--- src/rtl/rocket_ctrl.sv ---
// rocket_ctrl: per-frame rocket movement and single-bullet sequencer.
// Frame tick from vsync, debounced buttons, bullet FSM.
`timescale 1ns/1ps
module rocket_ctrl #(
  parameter int X_MIN       = 0,
  parameter int X_MAX       = 629,
  parameter int X_INIT      = 315,
  parameter int STEP        = 2,
  parameter int BULLET_STEP = 4,
  parameter int BULLET_Y0   = 452,
  parameter int BULLET_XOFF = 5,
  parameter int DEB_FRAMES  = 2,
  parameter int COOLDOWN    = 8
) (
  input  logic       clk,
  input  logic       reset,
  input  logic       vsync,
  input  logic       btn_left,
  input  logic       btn_right,
  input  logic       btn_fire,
  input  logic       game_en,
  input  logic       bullet_hit,
  output logic       frame_tick,
  output logic [9:0] rocket_x,
  output logic [9:0] bullet_x,
  output logic [9:0] bullet_y,
  output logic       bullet_active,
  output logic [7:0] shot_count
);

  typedef enum logic [1:0] {
    S_IDLE = 2'd0,
    S_FLY  = 2'd1,
    S_COOL = 2'd2
  } state_t;

  localparam logic [2:0]  DEB    = 3'(DEB_FRAMES);
  localparam logic [10:0] XMIN11 = 11'(X_MIN);
  localparam logic [10:0] XMAX11 = 11'(X_MAX);
  localparam logic [10:0] STEP11 = 11'(STEP);
  localparam logic [9:0]  BSTEP  = 10'(BULLET_STEP);
  localparam logic [9:0]  BY0    = 10'(BULLET_Y0);
  localparam logic [9:0]  BXOFF  = 10'(BULLET_XOFF);
  localparam logic [7:0]  CD0    = 8'(COOLDOWN);

  // button bit order: {fire, right, left}
  logic       vs_s1, vs_s2, vs_prev;
  logic [2:0] btn_s1, btn_s2;

  logic [2:0][2:0] cnt_q, cnt_d;
  logic [2:0]      pressed;
  logic            step;
  logic            fire_edge;

  logic [10:0] x_wide, x_mv;
  logic [9:0]  x_new;

  state_t      state_q, state_d;
  logic [7:0]  cd_q, cd_d;
  logic [9:0]  bx_d, by_d;
  logic        act_d;
  logic [7:0]  shot_d;

  assign step = frame_tick & game_en;

  // Input synchronizers and falling-vsync frame tick
  always_ff @(posedge clk or posedge reset) begin
    if (reset) begin
      vs_s1      <= 1'b0;
      vs_s2      <= 1'b0;
      vs_prev    <= 1'b0;
      frame_tick <= 1'b0;
      btn_s1     <= '0;
      btn_s2     <= '0;
    end else begin
      vs_s1      <= vsync;
      vs_s2      <= vs_s1;
      vs_prev    <= vs_s2;
      frame_tick <= vs_prev & ~vs_s2;
      btn_s1     <= {btn_fire, btn_right, btn_left};
      btn_s2     <= btn_s1;
    end
  end

  // Debounce counters: count high frame samples, saturate at DEB
  always_comb begin
    cnt_d = cnt_q;
    if (step) begin
      for (int i = 0; i < 3; i++) begin
        if (!btn_s2[i])
          cnt_d[i] = '0;
        else if (cnt_q[i] != DEB)
          cnt_d[i] = cnt_q[i] + 3'd1;
      end
    end
    for (int i = 0; i < 3; i++)
      pressed[i] = (cnt_d[i] == DEB);
    fire_edge = step & pressed[2] & (cnt_q[2] != DEB);
  end

  // Debounce counter register
  always_ff @(posedge clk or posedge reset) begin
    if (reset)
      cnt_q <= '0;
    else
      cnt_q <= cnt_d;
  end

  // Clamped move, computed wide so it never wraps
  always_comb begin
    x_wide = {1'b0, rocket_x};
    x_mv   = x_wide;
    unique case (1'b1)
      (pressed[0] & ~pressed[1]):
        x_mv = (x_wide < XMIN11 + STEP11) ? XMIN11
                                          : x_wide - STEP11;
      (pressed[1] & ~pressed[0]):
        x_mv = (x_wide + STEP11 > XMAX11) ? XMAX11
                                          : x_wide + STEP11;
      default: x_mv = x_wide;
    endcase
    x_new = step ? x_mv[9:0] : rocket_x;
  end

  // Rocket position register
  always_ff @(posedge clk or posedge reset) begin
    if (reset)
      rocket_x <= 10'(X_INIT);
    else
      rocket_x <= x_new;
  end

  // Bullet FSM next state; hit wins over a same-cycle tick
  always_comb begin
    state_d = state_q;
    cd_d    = cd_q;
    bx_d    = bullet_x;
    by_d    = bullet_y;
    act_d   = bullet_active;
    shot_d  = shot_count;
    unique case (state_q)
      S_IDLE: begin
        if (fire_edge) begin
          state_d = S_FLY;
          bx_d    = x_new + BXOFF;
          by_d    = BY0;
          act_d   = 1'b1;
          if (shot_count != 8'hFF)
            shot_d = shot_count + 8'd1;
        end
      end
      S_FLY: begin
        if (bullet_hit || (step && bullet_y < BSTEP)) begin
          state_d = S_COOL;
          act_d   = 1'b0;
          cd_d    = CD0;
        end else if (step) begin
          by_d = bullet_y - BSTEP;
        end
      end
      S_COOL: begin
        if (step) begin
          if (cd_q == 8'd0)
            state_d = S_IDLE;
          else
            cd_d = cd_q - 8'd1;
        end
      end
      default: state_d = S_IDLE;
    endcase
  end

  // Bullet FSM and output registers
  always_ff @(posedge clk or posedge reset) begin
    if (reset) begin
      state_q       <= S_IDLE;
      cd_q          <= '0;
      bullet_x      <= '0;
      bullet_y      <= '0;
      bullet_active <= 1'b0;
      shot_count    <= '0;
    end else begin
      state_q       <= state_d;
      cd_q          <= cd_d;
      bullet_x      <= bx_d;
      bullet_y      <= by_d;
      bullet_active <= act_d;
      shot_count    <= shot_d;
    end
  end

endmodule

--- config.mk ---
export PLATFORM = sky130hd
export DESIGN_NAME = rocket_ctrl
export DESIGN_NICKNAME = d
export VERILOG_FILES = /design/src/rtl/rocket_ctrl.sv
export SDC_FILE = /design/constraint.sdc
export NUM_CORES = 1
export LEC_CHECK = 0
export CAP_MARGIN = 30
export CORE_MARGIN = 10
export CORE_UTILIZATION = 58
export CTS_BUF_LIST = sky130_fd_sc_hd__clkbuf_8
export CTS_CLUSTER_DIAMETER = 50
export DETAILED_ROUTE_END_ITERATION = 8
export HOLD_SLACK_MARGIN = 0.06
export PLACE_DENSITY = 0.83
export SYNTH_ARGS = -nofsm -noshare
export SYNTH_HDL_FRONTEND = slang
export SYNTH_SLANG_ARGS = --single-unit
--- constraint.sdc ---
create_clock -name clk -period 4.9 [get_ports clk]
set_input_delay 0.98 -clock clk [delete_from_list [all_inputs] [get_ports clk]]
set_output_delay 0.98 -clock clk [all_outputs]
set_load 0.02 [all_outputs]
Yosys cells after proc, flatten, opt, wreduce, memory -nomap -nowiden:

Cells that the tools add are included.
W data, S select, Z words.

* input port bits: 8
* flip-flop bits (word level): 68
* output and inout bits: 40

* muxes and demuxes: 27
* bitwise logic cells: 9
* add/subtract/negate cells: 9
* reduce and logical (&&, ||, !) cells: 12
* eq/ne operators: 16
* magnitude comparators: 3

Operators by type and width (count)
* $mux W10: 6
* $pmux W10 S2: 2
* $mux W8: 3
* $mux W3: 6
* $pmux W8 S2: 1
* $ne A2 B2 Y1 const B: 7
* $reduce_and A4 Y1: 3
* $add A10 B2 Y11 const B: 1
* $gt A11 B10 Y1 const B: 1
* $add A10 B3 Y10 const B: 1
* $lt A10 B2 Y1 const B: 1
* $lt A10 B3 Y1 const B: 1
* $sub A10 B2 Y10 const B: 1
* $sub A10 B3 Y10 const B: 1
* $add A3 B1 Y3 const B: 3
* $eq A3 B2 Y1 const B: 3
* $mux W9: 1
* $ne A3 B2 Y1 const B: 3
* $add A8 B1 Y8 const B: 1
* $logic_not A8 Y1: 1
* $mux W2: 4
* $ne A8 B8 Y1 const B: 1
* $sub A8 B1 Y8 const B: 1
* $and A1 B1 Y1: 6
* other kinds (12): 17

Depth between registers and ports, before layout:

Gate-level depths: netlist (run 1).

* word-level depth: 10
* gate-level depth with buffers: 19

Worst setup path before layout (run 1):

Ideal clock, no wire load.

* kind: input to register
* from: input port game_en
* to: register bullet_x[9]
* stages on the path: 13
* library setup time: 82 ps
* data arrival time: 4033 ps
* buffers on the path: 2
* slack: 785 ps
* cell sequence: nand2_1 -> clkbuf_1 -> a31oi_1 -> o22ai_1 -> or3_1 -> ha_1 -> nor2_1 -> clkbuf_1 -> nand4_1 -> o21ai_0 -> o211ai_2 -> or4_1 -> a31oi_1

RTL lines
* start: declaration: RTL line 21 `input logic game_en,`
* end signal: assignment: RTL line 178 `bullet_x <= '0;`
* end signal: assignment: RTL line 185 `bullet_x <= bx_d;`
* end: declaration: RTL line 25 `output logic [9:0] bullet_x,`

==> impl_metrics.py, run 1 <==
metrics = {
    "drt": {
        "ant_nets": 0,
        "wl_met3_um": 662,
        "dr.pass1.iters": 5,
        "route.detailed.drc": 0,
        "wl_met2_um": 4510,
        "drt-initial-drc-count": 280,
        "num_vias": 3258,
        "viasPerCell": 5.91,
        "routed.top_layer": "met4",
        "wl_um": 9330,
        "wl_met1_um": 4100,
        "wl_per_cell_um": 16.9,
    },
    "die": {
        "dieArea_mm2": 0.0103,
        "num_rows": 29,
        "coreArea_mm2": 0.00642,
        "die_y_um": 102,
        "die_x_um": 102,
        "ios": 48,
        "start_util_pct": 60.3,
    },
    "setup_path": {
        "cp_slowest_cell": "or4_1",
        "path_cells": "clkdlybuf4s50_1 > nand2_1 > a31oi_1 > o22ai_1 > or3_1 > inv_1 > ha_1 > o31ai_2 > o311ai_0 > a21oi_1 > a22o_1 > inv_1 > o211ai_2 > or4_1 > a31oi_1",
        "path_delay_family": "compound AO/OA/AOI/OAI gates",
        "cp_data_required_time_ps": 5160,
        "crit_path_end_kind": "flip-flop",
        "crit_arrival_ps": 4710,
        "critPathKind": "in -> reg",
        "r2r-start": "rocket_x[1]",
        "critPathMaxFanout": 13,
        "path_buf_inv": 3,
        "cp-start-kind": "input port",
        "cpPeakStageDelay_ps": 500,
        "crit_start": "game_en",
    },
    "timing": {
        "tightest_slew_ps": 712,
        "fin_ws_ps": 447,
        "skew_ps": 9.25,
        "hold_violations": 0,
        "rsz0062_at_grt": "false",
        "fin_crit_ps": 4450,
        "relSlewSlack_pct": 52.1,
        "worst_hold_slack_ps": 351,
        "slew_viol_final": 0,
        "finalCritPeriodShare_pct": 90.9,
        "fmax_mhz": 225,
        "setup_viol": 0,
        "setup_tns_ps": 0,
    },
    "placed_design": {
        "place_ws_ps": 141,
        "io_buffer_count": 45,
        "gp_congestion": 0.937,
        "hpwl_um": 6740,
    },
    "clock_network": {
        "clk_pin_slew_ps": 80,
        "cts_tree": "done",
        "cts.sinks": 66,
        "numCtsBuffers": 9,
        "clock_path_buffers": 2,
        "cts_root_buf": "clkbuf_8",
        "ctsResizeCount": 0,
        "ctsHoldBuffers": 0,
        "post_cts_buffers": 0,
        "clock_latency_ps": 340,
        "htreeDepth": 3,
    },
    "worst_hold_path": {
        "hp-start": "btn_s1[2]",
        "min_path_type": "reg -> reg",
    },
    "yosys": {
        "syn_area_per_cell_um2": 9.07,
        "synth_ff_type": "dfrtp_1",
        "yosys_warnings": 0,
        "synthesis.area_mm2": 0.00387,
        "ys_seq_area_share_pct": 42.8,
        "synth-async-reset-ratio_pct": 100,
        "ys_seq_elements": 66,
        "synth_edf_count": 0,
        "yosysUniqueCellTypes": 64,
        "synth_cells": 427,
    },
    "finish": {
        "drive_above_1_share_pct": 9.28,
        "area_growth_pct": 17.7,
        "fin_nets": 494,
        "antenna_cells": 0,
        "utilization_pct": 71.0,
    },
    "grt": {
        "grt_pass1_wl_um": 15400,
        "grt_max_degree": 35,
        "first_global_vias": 3141,
        "antenna_found_initial": 0,
        "gr-usage-all-layers_pct": 18.4,
        "grt_overflow": 0,
    },
    "power": {
        "leakage_uw": 0.00195,
        "peakVddDrop_mv": 0.237,
        "p_per_area_mw_per_mm2": 375,
        "p_total_uw": 1710,
    },
    "run": {
        "maxCapViolCount": 0,
    },
    "run_status": {
        "status": "complete, no violations",
    },
}
-- worst register-to-register path, stage by stage, from the launching register on --
cell	delay (ps)
dfstp_2	660
ha_1	340
nand3_4	140
or3_4	430
or3_4	380
a21bo_4	260
a21oi_4	290
a21oi_1	110
o21ai_0	300
ha_1	250
o21ai_1	140
nor4_1	280
xnor2_1	160
o21ai_1	70
-- cells by family (layout without fill, tap and decap cells) --
logic type,count (synthesis),after routing,share of synthesized area (%)
compound gates,102,102,18.0
xor+xnor,23,23,5.20
fa+ha+maj,17,17,5.49
buf+inv,47,93,5.20
flops,66,66,42.8
mux,3,3,0.840
other cells,1,2,0.0968
simple gates,168,168,22.4
-- through the flow --
stage,instance area (um^2),cells
after CTS,4560,551
after global routing,4560,551
final,4560,551
after floorplan,3880,428
after global placement,4360,535
after detailed placement,4360,535
-- cell type report --
type / count / area [um^2]
clock buffer: 10 / 138
clock inverter: 6 / 58.8
fill: 490 / 1860
inverter: 28 / 105
multi-input combinational: 315 / 2020
sequential: 66 / 1660
tap: 77 / 96.3
timing repair buffer: 49 / 480
-- flip-flops by register name, summed over array words and instances, names as in the netlist --
name / cells
vs_s2: 1
state_q: 2
vs_s1: 1
bullet_y: 8
rocket_x: 10
btn_s1: 3
cnt_q: 9
frame_tick: 1
vs_prev: 1
shot_count: 8
bullet_active: 1
btn_s2: 3
bullet_x: 10
cd_q: 8
-- layer usage --
metal,global-route usage [%],vias to the layer above
met1,24.1,1561
met5,0,-
met3,5.85,8
met2,29.3,94
li1,-,1595
met4,3.41,0
-- cell usage in the layout, fill, tap and decap left out, drive strengths merged, types with 5 or more instances in the layout --
master	netlist	routed
a21o	5	5
a21oi	16	16
a31oi	8	8
clkbuf	12	10
clkdlybuf4s50	0	45
dfrtp	60	60
dfstp	6	6
ha	17	17
inv	28	30
nand2	52	52
nand3	8	8
nor2	33	33
nor3	14	14
nor4	15	15
o21ai	35	35
o22ai	5	5
o31ai	5	5
or3	12	12
xnor2	14	14
xor2	9	9
-- report_power, final --
part | switching [uW] | internal (uW)
Sequential | 113 | 637
Clock | 206 | 245
Combinational | 287 | 223
Total | 607 | 1110
-- cells in the mapped netlist (3+ instances only) --
master    instances  area, um^2
nand3_1           7        35.0
a21oi_1          14        70.1
a211oi_1          3        22.5
nor3_1           14        70.1
nand4_1           4        25.0
dfrtp_1          60        1500
nor2b_1           4        25.0
or2_2             3        18.8
clkbuf_1         12        45.0
a211o_1           3        26.3
nor3b_1           4        30.0
o211ai_1          3        22.5
and3_1            4        25.0
buf_4             4        30.0
nor4_1           14        87.6
nand2b_1          4        25.0
nor2_1           33         124
o22ai_1           5        31.3
dfstp_2           6         158
or4_1             3        22.5
a21o_1            5        37.5
o21ai_0          33         165
a31oi_1           8        50.1
or3_1            10        62.6
inv_1            28         105
nand2_1          52         195
ha_1             17         213
o31ai_1           3        22.5
nand3b_1          3        22.5
xor2_1            9        78.8
xnor2_1          14         123
-- worst paths after layout --
check,slack [ps],cells past startpoint,end
min,350,0,btn_s2[2]
max,450,15,bullet_x[9]
max reg2reg,1000,13,bullet_x[8]
min in group asynchronous,1050,2,bullet_active
min reg2reg,350,0,btn_s2[2]
max in group asynchronous,2940,3,rocket_x[1]
Power figures use the tool's default switching activity.
==> inputs of run 2 (changes only) <==
--- a/config.mk
+++ b/config.mk
@@ -6,7 +6,6 @@
 export NUM_CORES = 1
 export LEC_CHECK = 0
 export CAP_MARGIN = 30
-export CORE_MARGIN = 10
 export CORE_UTILIZATION = 58
 export CTS_BUF_LIST = sky130_fd_sc_hd__clkbuf_8
 export CTS_CLUSTER_DIAMETER = 50
==> impl_metrics.py, run 2 (synthesis results as in run 1) <==
metrics = {
    "run": {
        "maxCapViolCount": 0,
    },
    "setup_path": {
        "cp_data_required_time_ps": 5150,
        "critPathMaxFanout": 10,
        "cp-start-kind": "input port",
        "crit_path_end_kind": "flip-flop",
        "critPathKind": "in -> reg",
        "reg2reg_depth": 14,
        "crit_arrival_ps": 4710,
        "r2r_slack_ps": 1020,
        "r2r-start": "rocket_x[1]",
        "reg2reg_to": "bullet_x[8]",
    },
    "power": {
        "p_clk_share_pct": 27.7,
        "peakVddDrop_mv": 0.302,
        "comb_power_share_pct": 29.3,
        "p_int_uw": 1160,
        "p_sw_uw": 587,
        "sw_frac_of_total_pct": 33.7,
        "leakage_uw": 0.00197,
        "p_total_uw": 1740,
        "p_per_area_mw_per_mm2": 378,
        "p_seq_share_pct": 43.0,
    },
    "grt": {
        "grt_overflow": 0,
        "gr-usage-all-layers_pct": 26.5,
        "antenna_found_initial": 0,
        "grt_pass1_wl_um": 14900,
        "grt_max_degree": 39,
        "first_global_vias": 3118,
    },
    "finish": {
        "largest_registers": "bullet_x x10, rocket_x x10, cnt_q x9",
        "drive_above_1_share_pct": 9.24,
        "seq_area_mm2": 0.00166,
        "layout_commonest_cell": "dfrtp_1",
        "nFillCells": 494,
        "final_cell_mix": "60 x dfrtp_1, 52 x nand2_1, 45 x clkdlybuf4s50_1",
        "stdcell_area_mm2": 0.00460,
        "multiInputGateArea_mm2": 0.00202,
        "area_growth_pct": 18.9,
        "final_cells": 553,
        "antenna_cells": 0,
        "fin_nets": 496,
    },
    "clock_network": {
        "clock_path_buffers": 2,
        "ctsResizeCount": 0,
        "cts.sinks": 66,
        "htreeDepth": 3,
        "cts_tree": "done",
        "post_cts_buffers": 0,
        "clk_pin_slew_ps": 60,
        "clock_latency_ps": 340,
        "ctsHoldBuffers": 0,
        "cts_root_buf": "clkbuf_8",
        "numCtsBuffers": 9,
    },
    "placed_design": {
        "gp_congestion": 0.951,
        "hpwl_um": 6390,
        "placed_area_mm2": 0.00439,
        "dp_cells": 537,
        "io_buffer_count": 45,
    },
    "die": {
        "num_rows": 29,
        "ios": 48,
        "dieArea_mm2": 0.00701,
        "die_x_um": 83.7,
        "start_util_pct": 60.7,
        "coreArea_mm2": 0.00639,
        "die_y_um": 83.7,
    },
    "worst_hold_path": {
        "hp-start": "btn_s1[0]",
        "min_to": "btn_s2[0]",
        "min_path_type": "reg -> reg",
        "worstHoldPathCells": 0,
    },
    "run_status": {
        "status": "complete, no violations",
    },
    "drt": {
        "dr.pass1.iters": 5,
        "viasPerCell": 5.95,
        "drt-initial-drc-count": 196,
        "wl_per_cell_um": 15.9,
        "route.detailed.drc": 0,
        "ant_nets": 0,
        "wl_um": 8800,
        "num_vias": 3293,
    },
    "timing": {
        "fmax_mhz": 224,
        "slew_viol_final": 0,
        "tightest_slew_ps": 769,
        "setup_viol": 0,
        "skew_ps": 12.9,
        "finalCritPeriodShare_pct": 90.9,
        "relSlewSlack_pct": 48.6,
        "rsz0062_at_grt": "false",
        "fin_crit_ps": 4460,
        "hold_violations": 0,
        "setup_tns_ps": 0,
    },
}
run 2: metal layers:
| layer | global-route usage (%) | up-vias | wire length, um |
|---|---|---|---|
| li1 | - | 1594 | - |
| met1 | 37.6 | 1575 | 4050 |
| met2 | 40.7 | 112 | 4110 |
| met3 | 6.13 | 12 | 548 |
| met4 | 7.86 | 0 | 93 |
| met5 | 0 | - | 0 |
run 2: area by class of cell:
| class | count | area share (%) |
|---|---|---|
| multi-input combinational | 315 | 43.9 |
| sequential | 66 | 36.0 |
| timing repair buffer | 51 | 11.0 |
| clock buffer | 10 | 2.99 |
| inverter | 28 | 2.28 |
| tap | 77 | 2.09 |
| clock inverter | 6 | 1.63 |
run 2: critical path, stage by stage:
cell             delay (ps)
clkdlybuf4s50_1         470
nand2_1                 210
o21ai_0                 250
o21ai_0                 140
or3_1                   370
inv_1                    70
ha_1                    320
o31ai_2                 220
o311ai_0                350
a21oi_1                 120
a22o_1                  270
inv_1                   110
o211ai_2                140
or4_1                   510
a31oi_1                 180
run 2: through the flow:
stage,util (%),hold WS [ps],worst slack (ps)
after floorplan,-,331,785
after global placement,68.8,335,272
after detailed placement,68.8,337,158
after CTS,72.1,354,482
after global routing,72.1,365,189
final,72.1,351,444
run 2: how the worst max path moves through the flow:
stage / startpoint / to / slack [ps] / cells after the start
after global placement: game_en / bullet_x[9] / 270 / 15
after global routing: game_en / bullet_x[9] / 190 / 15
final: game_en / bullet_x[9] / 440 / 15
after CTS: game_en / bullet_x[9] / 480 / 15
after detailed placement: game_en / bullet_x[9] / 160 / 15
after floorplan: game_en / bullet_x[9] / 790 / 13
run 2: power by group through the flow:
stage | Clock (uW) | Sequential (uW) | Combinational, uW
after floorplan | 0 | 762 | 328
after global placement | 0 | 749 | 492
after detailed placement | 0 | 754 | 509
after CTS | 493 | 747 | 511
after global routing | 513 | 763 | 567
final | 482 | 749 | 511
